===== src/rtl/pcm_rom_arbiter.sv =====
// ADPCM sample ROM arbiter: a one-word cache per channel (ADPCM-A / ADPCM-B),
// with cache misses arbitrated round-robin onto a single memory request/ack port.
//
// state    | meaning
// ---------+--------------------------------------------------------------
// ST_IDLE  | serve hits on both channels; grant at most one pending miss
// ST_ISSUE | MEM_REQ held for the granted channel; the other channel's hits still served
module pcm_rom_arbiter #(
  parameter int   ADDR_W  = 24,
  parameter logic RR_INIT = 1'b1
) (
  input  logic              CLK,
  input  logic              RESET,
  input  logic [ADDR_W-1:0] ROM_MASK,
  input  logic              FLUSH,
  input  logic              A_REQ,
  input  logic [ADDR_W-1:0] A_ADDR,
  output logic [7:0]        A_DATA,
  output logic              A_RDY,
  input  logic              B_REQ,
  input  logic [ADDR_W-1:0] B_ADDR,
  output logic [7:0]        B_DATA,
  output logic              B_RDY,
  output logic              MEM_REQ,
  output logic [ADDR_W-2:0] MEM_ADDR,
  input  logic              MEM_ACK,
  input  logic [15:0]       MEM_DATA
);

  typedef enum logic {ST_IDLE, ST_ISSUE} state_t;

  state_t            state, state_nxt;

  logic              a_pend, b_pend;
  logic [ADDR_W-1:0] a_addr, b_addr;
  logic              a_valid, b_valid;
  logic [ADDR_W-2:0] a_tag, b_tag;
  logic [15:0]       a_word, b_word;

  logic              last_grant;   // 1 = B granted last
  logic              gnt;          // channel owning the in-flight fetch, 1 = B
  logic              ovr;          // granted channel's address replaced since grant

  logic              a_hit, b_hit, a_miss, b_miss;
  logic              a_serve, b_serve;
  logic              grant_go, grant_ch, grant_tie;
  logic              ack_go;

  always_comb begin
    a_hit     = a_pend & a_valid & ~FLUSH & (a_tag == a_addr[ADDR_W-1:1]);
    b_hit     = b_pend & b_valid & ~FLUSH & (b_tag == b_addr[ADDR_W-1:1]);
    a_miss    = a_pend & ~a_hit;
    b_miss    = b_pend & ~b_hit;
    // In ISSUE only the channel that does not own the fetch may be served.
    a_serve   = a_hit & ((state == ST_IDLE) | gnt);
    b_serve   = b_hit & ((state == ST_IDLE) | ~gnt);

    state_nxt = state;
    grant_go  = 1'b0;
    grant_ch  = gnt;
    grant_tie = 1'b0;
    ack_go    = 1'b0;

    case (state)
      ST_IDLE: begin
        if (a_miss | b_miss) begin
          grant_go  = 1'b1;
          state_nxt = ST_ISSUE;
          if (a_miss & b_miss) begin
            grant_tie = 1'b1;
            grant_ch  = ~last_grant;
          end else begin
            grant_ch  = b_miss;
          end
        end
      end
      ST_ISSUE: begin
        if (MEM_ACK) begin
          ack_go    = 1'b1;
          state_nxt = ST_IDLE;
        end
      end
      default: state_nxt = ST_IDLE;
    endcase
  end

  always_ff @(posedge CLK) begin
    if (RESET) state <= ST_IDLE;
    else       state <= state_nxt;
  end

  always_ff @(posedge CLK) begin
    if (RESET) begin
      a_pend     <= 1'b0;
      b_pend     <= 1'b0;
      a_addr     <= '0;
      b_addr     <= '0;
      a_valid    <= 1'b0;
      b_valid    <= 1'b0;
      a_tag      <= '0;
      b_tag      <= '0;
      a_word     <= '0;
      b_word     <= '0;
      last_grant <= RR_INIT;
      gnt        <= 1'b0;
      ovr        <= 1'b0;
      MEM_REQ    <= 1'b0;
      MEM_ADDR   <= '0;
      A_RDY      <= 1'b0;
      B_RDY      <= 1'b0;
      A_DATA     <= '0;
      B_DATA     <= '0;
    end else begin
      A_RDY <= 1'b0;
      B_RDY <= 1'b0;

      if (grant_go) begin
        gnt      <= grant_ch;
        MEM_REQ  <= 1'b1;
        MEM_ADDR <= grant_ch ? b_addr[ADDR_W-1:1] : a_addr[ADDR_W-1:1];
        // A request landing in the grant cycle already supersedes the issued word.
        ovr      <= grant_ch ? B_REQ : A_REQ;
        if (grant_tie) last_grant <= grant_ch;
      end else if ((state == ST_ISSUE) && (gnt ? B_REQ : A_REQ)) begin
        ovr <= 1'b1;
      end

      if (ack_go) MEM_REQ <= 1'b0;

      // Flush first so a fill completing in the same cycle still lands valid.
      if (FLUSH) begin
        a_valid <= 1'b0;
        b_valid <= 1'b0;
      end

      if (ack_go) begin
        if (gnt) begin
          b_valid <= 1'b1;
          b_tag   <= MEM_ADDR;
          b_word  <= MEM_DATA;
        end else begin
          a_valid <= 1'b1;
          a_tag   <= MEM_ADDR;
          a_word  <= MEM_DATA;
        end
      end

      if (a_serve) begin
        A_RDY  <= 1'b1;
        A_DATA <= a_addr[0] ? a_word[15:8] : a_word[7:0];
        a_pend <= 1'b0;
      end else if (ack_go && !gnt && !ovr) begin
        A_RDY  <= 1'b1;
        A_DATA <= a_addr[0] ? MEM_DATA[15:8] : MEM_DATA[7:0];
        a_pend <= 1'b0;
      end

      if (b_serve) begin
        B_RDY  <= 1'b1;
        B_DATA <= b_addr[0] ? b_word[15:8] : b_word[7:0];
        b_pend <= 1'b0;
      end else if (ack_go && gnt && !ovr) begin
        B_RDY  <= 1'b1;
        B_DATA <= b_addr[0] ? MEM_DATA[15:8] : MEM_DATA[7:0];
        b_pend <= 1'b0;
      end

      // New requests win over a same-cycle completion.
      if (A_REQ) begin
        a_pend <= 1'b1;
        a_addr <= A_ADDR & ROM_MASK;
      end
      if (B_REQ) begin
        b_pend <= 1'b1;
        b_addr <= B_ADDR & ROM_MASK;
      end
    end
  end

endmodule


===== config.mk =====
export PLATFORM = sky130hd
export DESIGN_NAME = pcm_rom_arbiter
export DESIGN_NICKNAME = d
export VERILOG_FILES = /design/src/rtl/pcm_rom_arbiter.sv
export SDC_FILE = /design/constraint.sdc
export NUM_CORES = 1
export LEC_CHECK = 0
export CORE_MARGIN = 2
export CORE_UTILIZATION = 48
export CTS_CLUSTER_SIZE = 24
export DETAILED_ROUTE_END_ITERATION = 8
export PLACE_DENSITY = 0.76
export SYNTH_ARGS = -nofsm -noshare
export SYNTH_HDL_FRONTEND = slang
export SYNTH_SLANG_ARGS = --single-unit
export TNS_END_PERCENT = 5

===== constraint.sdc =====
create_clock -name CLK -period 1.87 [get_ports CLK]
set_input_delay 0.374 -clock CLK [delete_from_list [all_inputs] [get_ports CLK]]
set_output_delay 0.374 -clock CLK [all_outputs]
set_load 0.01 [all_outputs]

==> results of run 1 <==
==> through the flow <==
step	std cells	setup WS [ps]	area (µm²)	total power (W)
after detailed placement	1320	-623	10100	0.00554
after global routing	1357	-469	10900	0.00927
after CTS	1356	-359	10800	0.00894
final	1357	-438	10900	0.00898
after global placement	1320	-534	10100	0.00551
after floorplan	933	-60.8	8090	0.00486
==> cell type report <==
| type | count | area (µm²) |
|---|---|---|
| Multi-Input combinational cell | 684 | 4250 |
| Fill cell | 1299 | 5630 |
| Sequential cell | 176 | 3540 |
| Timing Repair Buffer | 243 | 2270 |
| Clock inverter | 13 | 115 |
| Tap cell | 220 | 275 |
| Clock buffer | 18 | 439 |
| Inverter | 3 | 11.3 |
==> metal layers <==
layer	vias to the layer above	global-route usage [%]	share of wire, %
met5	-	0	0
met4	0	13.2	3.7
met3	85	5.67	7.3
met2	347	42.9	46
met1	3661	36.1	43
li1	3638	-	-
==> synthesized netlist by cell type (3+ instances only) <==
cell / number / share of area, %
dfxtp_1: 176 / 44
nand2_1: 174 / 8.1
a21oi_1: 141 / 8.7
nand3_1: 75 / 4.6
nand2b_1: 52 / 4.0
clkbuf_1: 47 / 2.2
xnor2_1: 36 / 3.9
o21ai_0: 26 / 1.6
nor3_1: 23 / 1.4
mux2i_1: 22 / 2.7
nor2_1: 22 / 1.0
a311oi_2: 20 / 3.7
mux2_2: 15 / 2.1
nand4_1: 15 / 1.2
clkbuf_8: 13 / 2.2
and3_1: 9 / 0.70
o31a_1: 7 / 0.76
xor2_1: 7 / 0.76
a311oi_1: 4 / 0.43
a211oi_1: 3 / 0.28
buf_2: 3 / 0.19
nor4_1: 3 / 0.23
xnor2_2: 3 / 0.60
==> repair_timing <==
action / CTS / global route
setup buffers: 2 / 0
cloned: 3 / 1
gates resized for setup: 17 / 25
pin swaps: 5 / 8
endpoints found under the setup margin: 47 / 47
==> cell families (layout without fill, tap and decap cells) <==
kind of cell / after synthesis / in the layout / synth area share [%]
flops: 176 / 176 / 43.6
mux: 38 / 38 / 5.10
simple gates: 386 / 386 / 23.1
buf+inv: 76 / 277 / 6.00
xor+xnor: 46 / 46 / 5.27
compound gates: 211 / 214 / 16.9
==> how the worst max path moves through the flow <==
stage	from	end	depth (start not counted)	slack, ps
detailed placement	FLUSH	MEM_ADDR[6]	7	-620
global route	a_addr[17]	A_DATA[5]	8	-470
global placement	FLUSH	ovr	7	-530
floorplan	b_addr[8]	ovr	8	-60
CTS	a_tag[19]	MEM_ADDR[5]	9	-360
finish	a_addr[17]	MEM_ADDR[5]	9	-440
==> critical path, cell delays in order (launching register included) <==
cell      delay [ps]
dfxtp_2          340
xnor2_2          190
buf_4            150
nand4_1          160
nor4_4           380
buf_4            180
a211oi_4          70
or2_4            300
buf_12           170
a311oi_2         270
==> sequential cells by signal, indices dropped and copies added, names as in the netlist, 8 cells and up <==
register	cells
A_DATA	8
B_DATA	8
b_word	16
a_addr	24
b_tag	23
MEM_ADDR	23
a_tag	23
b_addr	24
a_word	16
==> cells in the final DEF (no fill, tap or decap), types with 3 or more instances in the layout <==
cell type,synthesis,layout
nand2b_1,52,52
mux2i_1,22,22
mux2_2,15,15
a311oi_1,4,3
o21ai_0,26,14
clkbuf_16,0,17
clkdlybuf4s50_1,0,132
a211o_4,0,4
xnor2_2,3,10
dfxtp_2,0,10
nor2_1,22,20
a21oi_1,141,140
nor3_1,23,23
buf_12,2,8
o31a_1,7,7
nand3_1,75,73
clkinvlp_4,0,4
nand4_1,15,15
and3_1,9,9
nand2_1,174,174
xnor2_1,36,28
buf_4,0,99
a311oi_2,20,21
clkinv_2,0,4
xor2_1,7,7
o21ai_1,0,12
nor4_1,3,3
dfxtp_1,176,166
==> report_power, final <==
group / total [W] / internal (W) / switching, W
clock network: 0.00338 / 0.00186 / 0.00152
logic: 0.00154 / 0.000774 / 0.000762
registers: 0.00406 / 0.00391 / 0.000148
total: 0.00898 / 0.00654 / 0.00243
==> flow_summary.ini, run 1 <==
[run_status]
status = complete, but fails checks
violations = negative setup slack

[global_routing]
grt_pass1_vias = 7411
overflow = 0
grt_max_degree = 61
grt_util_all_layers_pct = 27.4
grt_pass1_wl_mm = 38.5
antenna_found_initial = 0

[power]
vdd_drop_max_mv = 0.688
p_leak_nw = 3.74
power_density_mw_per_mm2 = 824

[cts]
cts_tree = yes
clock-root-buffer = clkbuf_16
clock_latency_ps = 440
cts_made_buffers = 17
cts.sinks = 176
clkTransAtPathRegs_ps = 70
ctsHoldBuffers = 0
htreeDepth = 4
ctsLongestPathBuffers = 2

[layout]
antenna_cells = 0
area_delta_synth_final_pct = 35.0
final_layout_size_suffix_gt1_share_pct = 19.5
finalNetCount = 1219
final_core_util_pct = 65.9

[hold_path]
min_path_cells = 2
hold_end = a_word[10]
worstHoldPathType = primary input to flop
hold_start = RESET

[floorplanning]
io_pins = 136
design.die.area_mm2 = 0.0179
die-width_um = 134
core_area_mm2 = 0.0165
rows = 47
initial_utilization_pct = 48.9
die_y_um = 134

[synth]
syn_area_mm2 = 0.00807
ys_seq_area_share_pct = 43.6
synth-edff-count = 0
ys_seq_elements = 176
synth_fp_nets = 1027
syn_area_per_cell_um2 = 8.65
synthFlopType = dfxtp_1
synth-warning-count = 0
syn_inst = 933
async_flop_share_pct = 0
synth.distinct_cells = 52

[drt]
ant_nets = 0
drt-total-wl_mm = 24.3
drt_iter0_drc = 791
vias = 7731
viasPerCell = 5.70
drt-wirelength-per-cell_um = 17.9
first_pass_iters = 5
drc = 0

[timing]
fmax_ghz = 0.433
finalSetupViolCount = 46
clock-skew-final_ps = 11.9
rsz0062_at_grt = true
finalCriticalPeriod_ps = 2310
whs_ps = 367
fin_ws_ps = -438
final.setup.tns_ps = -13370
slew_headroom_pct = 64.6
slew_viol_final = 0
finalCritPeriodShare_pct = 123
tightest_slew_ps = 531
report.final.hold_viol_count = 0

[worst_setup_path]
worstPathRequired_ps = 2210
critPathLaunchType = flop
end_kind = flop
r2r_cells = 9
path_max_fanout = 12
r2r-end = MEM_ADDR[5]
r2r-start = a_addr[17]
crit_arrival_ps = 2650
path_class = flop to flop
r2r_setup_slack_ps = -440

[job]
cap_violations = 0

[place]
dp_hpwl_mm = 15.6
portBuffers = 135
gp_congestion = 0.887
Note: power is estimated with default switching activity, not from simulation.
==> run 2, diff against run 1 <==
--- a/config.mk
+++ b/config.mk
@@ -6,10 +6,9 @@
 export NUM_CORES = 1
 export LEC_CHECK = 0
 export CORE_MARGIN = 2
-export CORE_UTILIZATION = 48
+export CORE_UTILIZATION = 25
 export CTS_CLUSTER_SIZE = 24
 export DETAILED_ROUTE_END_ITERATION = 8
-export PLACE_DENSITY = 0.76
 export SYNTH_ARGS = -nofsm -noshare
 export SYNTH_HDL_FRONTEND = slang
 export SYNTH_SLANG_ARGS = --single-unit
==> flow_summary.ini, run 2 (synthesis gave the netlist of run 1 again) <==
[global_routing]
use_met2_pct = 25.8
grt.met3_usage_pct = 3.05
grt_util_all_layers_pct = 15.6
grt_max_degree = 65
grt_pass1_wl_mm = 40.5
antenna_found_initial = 0
top_usage_layer = met2
grt_util_met1_pct = 20.2
overflow = 0
grt_pass1_vias = 7190

[floorplanning]
initial_utilization_pct = 25.5
die_y_um = 184
die-width_um = 184
design.die.area_mm2 = 0.0337
core_area_mm2 = 0.0317
rows = 65
io_pins = 136

[hold_path]
min_path_cells = 2
hold_start = RESET
hold_end = A_DATA[2]
worstHoldPathType = primary input to flop

[worst_setup_path]
end_kind = flop
crit_arrival_ps = 2550
cp_slowest_cell = nor4_4
path_cells = xnor2_4, nand4_1, nor4_4, buf_4, a211oi_4, or2_4, buf_12, a311oi_2
path_max_fanout = 12
path_class = flop to flop
r2r-start = a_addr[17]
r2r-end = MEM_ADDR[1]
critPathLaunchType = flop
worstPathRequired_ps = 2210
r2r_setup_slack_ps = -340
critPathMaxStageDelay_ps = 400
r2r_cells = 8

[drt]
vias = 7386
drt-total-wl_mm = 26.1
drc = 0
viasPerCell = 4.81
drt-wirelength-per-cell_um = 17.0
first_pass_iters = 5
drt_iter0_drc = 427
ant_nets = 0

[layout]
instances_no_fill = 1537
reg.largest.list = a_addr (24), b_addr (24)
final_layout_size_suffix_gt1_share_pct = 20.1
antenna_cells = 0
final_cell_mix = nand2_1 (174), dfxtp_1 (164), a21oi_1 (140), clkdlybuf4s50_1 (126), buf_4 (94)
final_core_util_pct = 35.4
finalNetCount = 1216
area_delta_synth_final_pct = 39.1
final_common_cell = nand2_1

[timing]
clock-skew-final_ps = 9.25
fmax_ghz = 0.453
slew_headroom_pct = 66.7
finalSetupViolCount = 45
tightest_slew_ps = 500
finalCritPeriodShare_pct = 118
report.final.hold_viol_count = 0
final.setup.tns_ps = -10950
slew_viol_final = 0
rsz0062_at_grt = true
fin_ws_ps = -339
finalCriticalPeriod_ps = 2210

[run_status]
violations = negative setup slack
status = complete, but fails checks

[power]
p_leak_nw = 3.85
power_density_mw_per_mm2 = 826
vdd_drop_max_mv = 0.691
p_total_w = 0.00927

[cts]
htreeDepth = 4
cts_made_buffers = 17
clock-root-buffer = clkbuf_16
ctsLongestPathBuffers = 2
clkTransAtPathRegs_ps = 70
ctsHoldBuffers = 0
cts_tree = yes
cts.sinks = 176
clock_latency_ps = 430

[place]
gp_congestion = 0.845
dp_hpwl_mm = 18.2
dpl.cell_count = 1500
portBuffers = 135

[job]
cap_violations = 0
[run 2: layout make-up]
class | instances | area (µm²)
sequential | 176 | 3540
fill | 3291 | 20500
clock inverter | 13 | 153
inverter | 3 | 11.3
tap | 402 | 503
clock buffer | 19 | 453
timing repair buffer | 241 | 2290
multi-input combinational | 683 | 4280
[run 2: worst max-delay path, delay by kind of cell, from the launching register on]
family / cells / cell delay, ps
AO/OA/AOI/OAI: 2 / 280
buffers and inverters: 2 / 350
AND/OR/NAND/NOR: 3 / 920
flip-flops: 1 / 350
XOR/XNOR: 1 / 200
[run 2: layer usage]
layer | part of all wire (%) | vias to the layer above
li1 | - | 3640
met1 | 45 | 3515
met2 | 48 | 190
met3 | 5.1 | 41
met4 | 2.0 | 0
met5 | 0 | -
[run 2: worst max-delay path by stage]
stage                           from           end  slack, ps  cells after the start
after floorplan            b_addr[8]           ovr        -60                      8
after global placement         FLUSH   MEM_ADDR[7]       -560                      7
after detailed placement       FLUSH  MEM_ADDR[14]       -610                      7
after CTS                  a_tag[16]  MEM_ADDR[19]       -290                      8
after global routing      a_addr[17]   MEM_ADDR[0]       -420                      8
final                     a_addr[17]   MEM_ADDR[1]       -340                      8
[run 2: power by group]
| group | switching, W | total, W | leakage (nW) | internal [W] |
|---|---|---|---|---|
| Clock | 0.00160 | 0.00367 | 0.287 | 0.00206 |
| Sequential | 0.000169 | 0.00408 | 1.44 | 0.00391 |
| Combinational | 0.000752 | 0.00153 | 2.13 | 0.000775 |
| Total | 0.00252 | 0.00927 | 3.85 | 0.00675 |
[run 2: what timing repair did]
| item | 4_1_cts | 5_1_grt |
|---|---|---|
| cloned | 3 | 0 |
| setup buffers | 2 | 0 |
| setup endpoints to repair | 47 | 77 |
| gates resized for setup | 41 | 20 |
| pin swaps | 7 | 6 |
[run 2: per-stage QoR]
stage          setup WS (ps)  instance area, µm²  hold slack (ps)
2_1_floorplan          -60.8                8090              432
3_3_place_gp            -558               10300              440
3_5_place_dp            -606               10300              446
4_1_cts                 -285               11200              329
5_1_grt                 -418               11200              334
6_report                -339               11200              333
==> run 3, diff against run 2 <==
--- a/config.mk
+++ b/config.mk
@@ -7,6 +7,7 @@
 export LEC_CHECK = 0
 export CORE_MARGIN = 2
 export CORE_UTILIZATION = 25
+export CTS_CLUSTER_DIAMETER = 60
 export CTS_CLUSTER_SIZE = 24
 export DETAILED_ROUTE_END_ITERATION = 8
 export SYNTH_ARGS = -nofsm -noshare
==> results of run 3 <==
The final DEF is identical to that of run 2; final timing and power are the same.
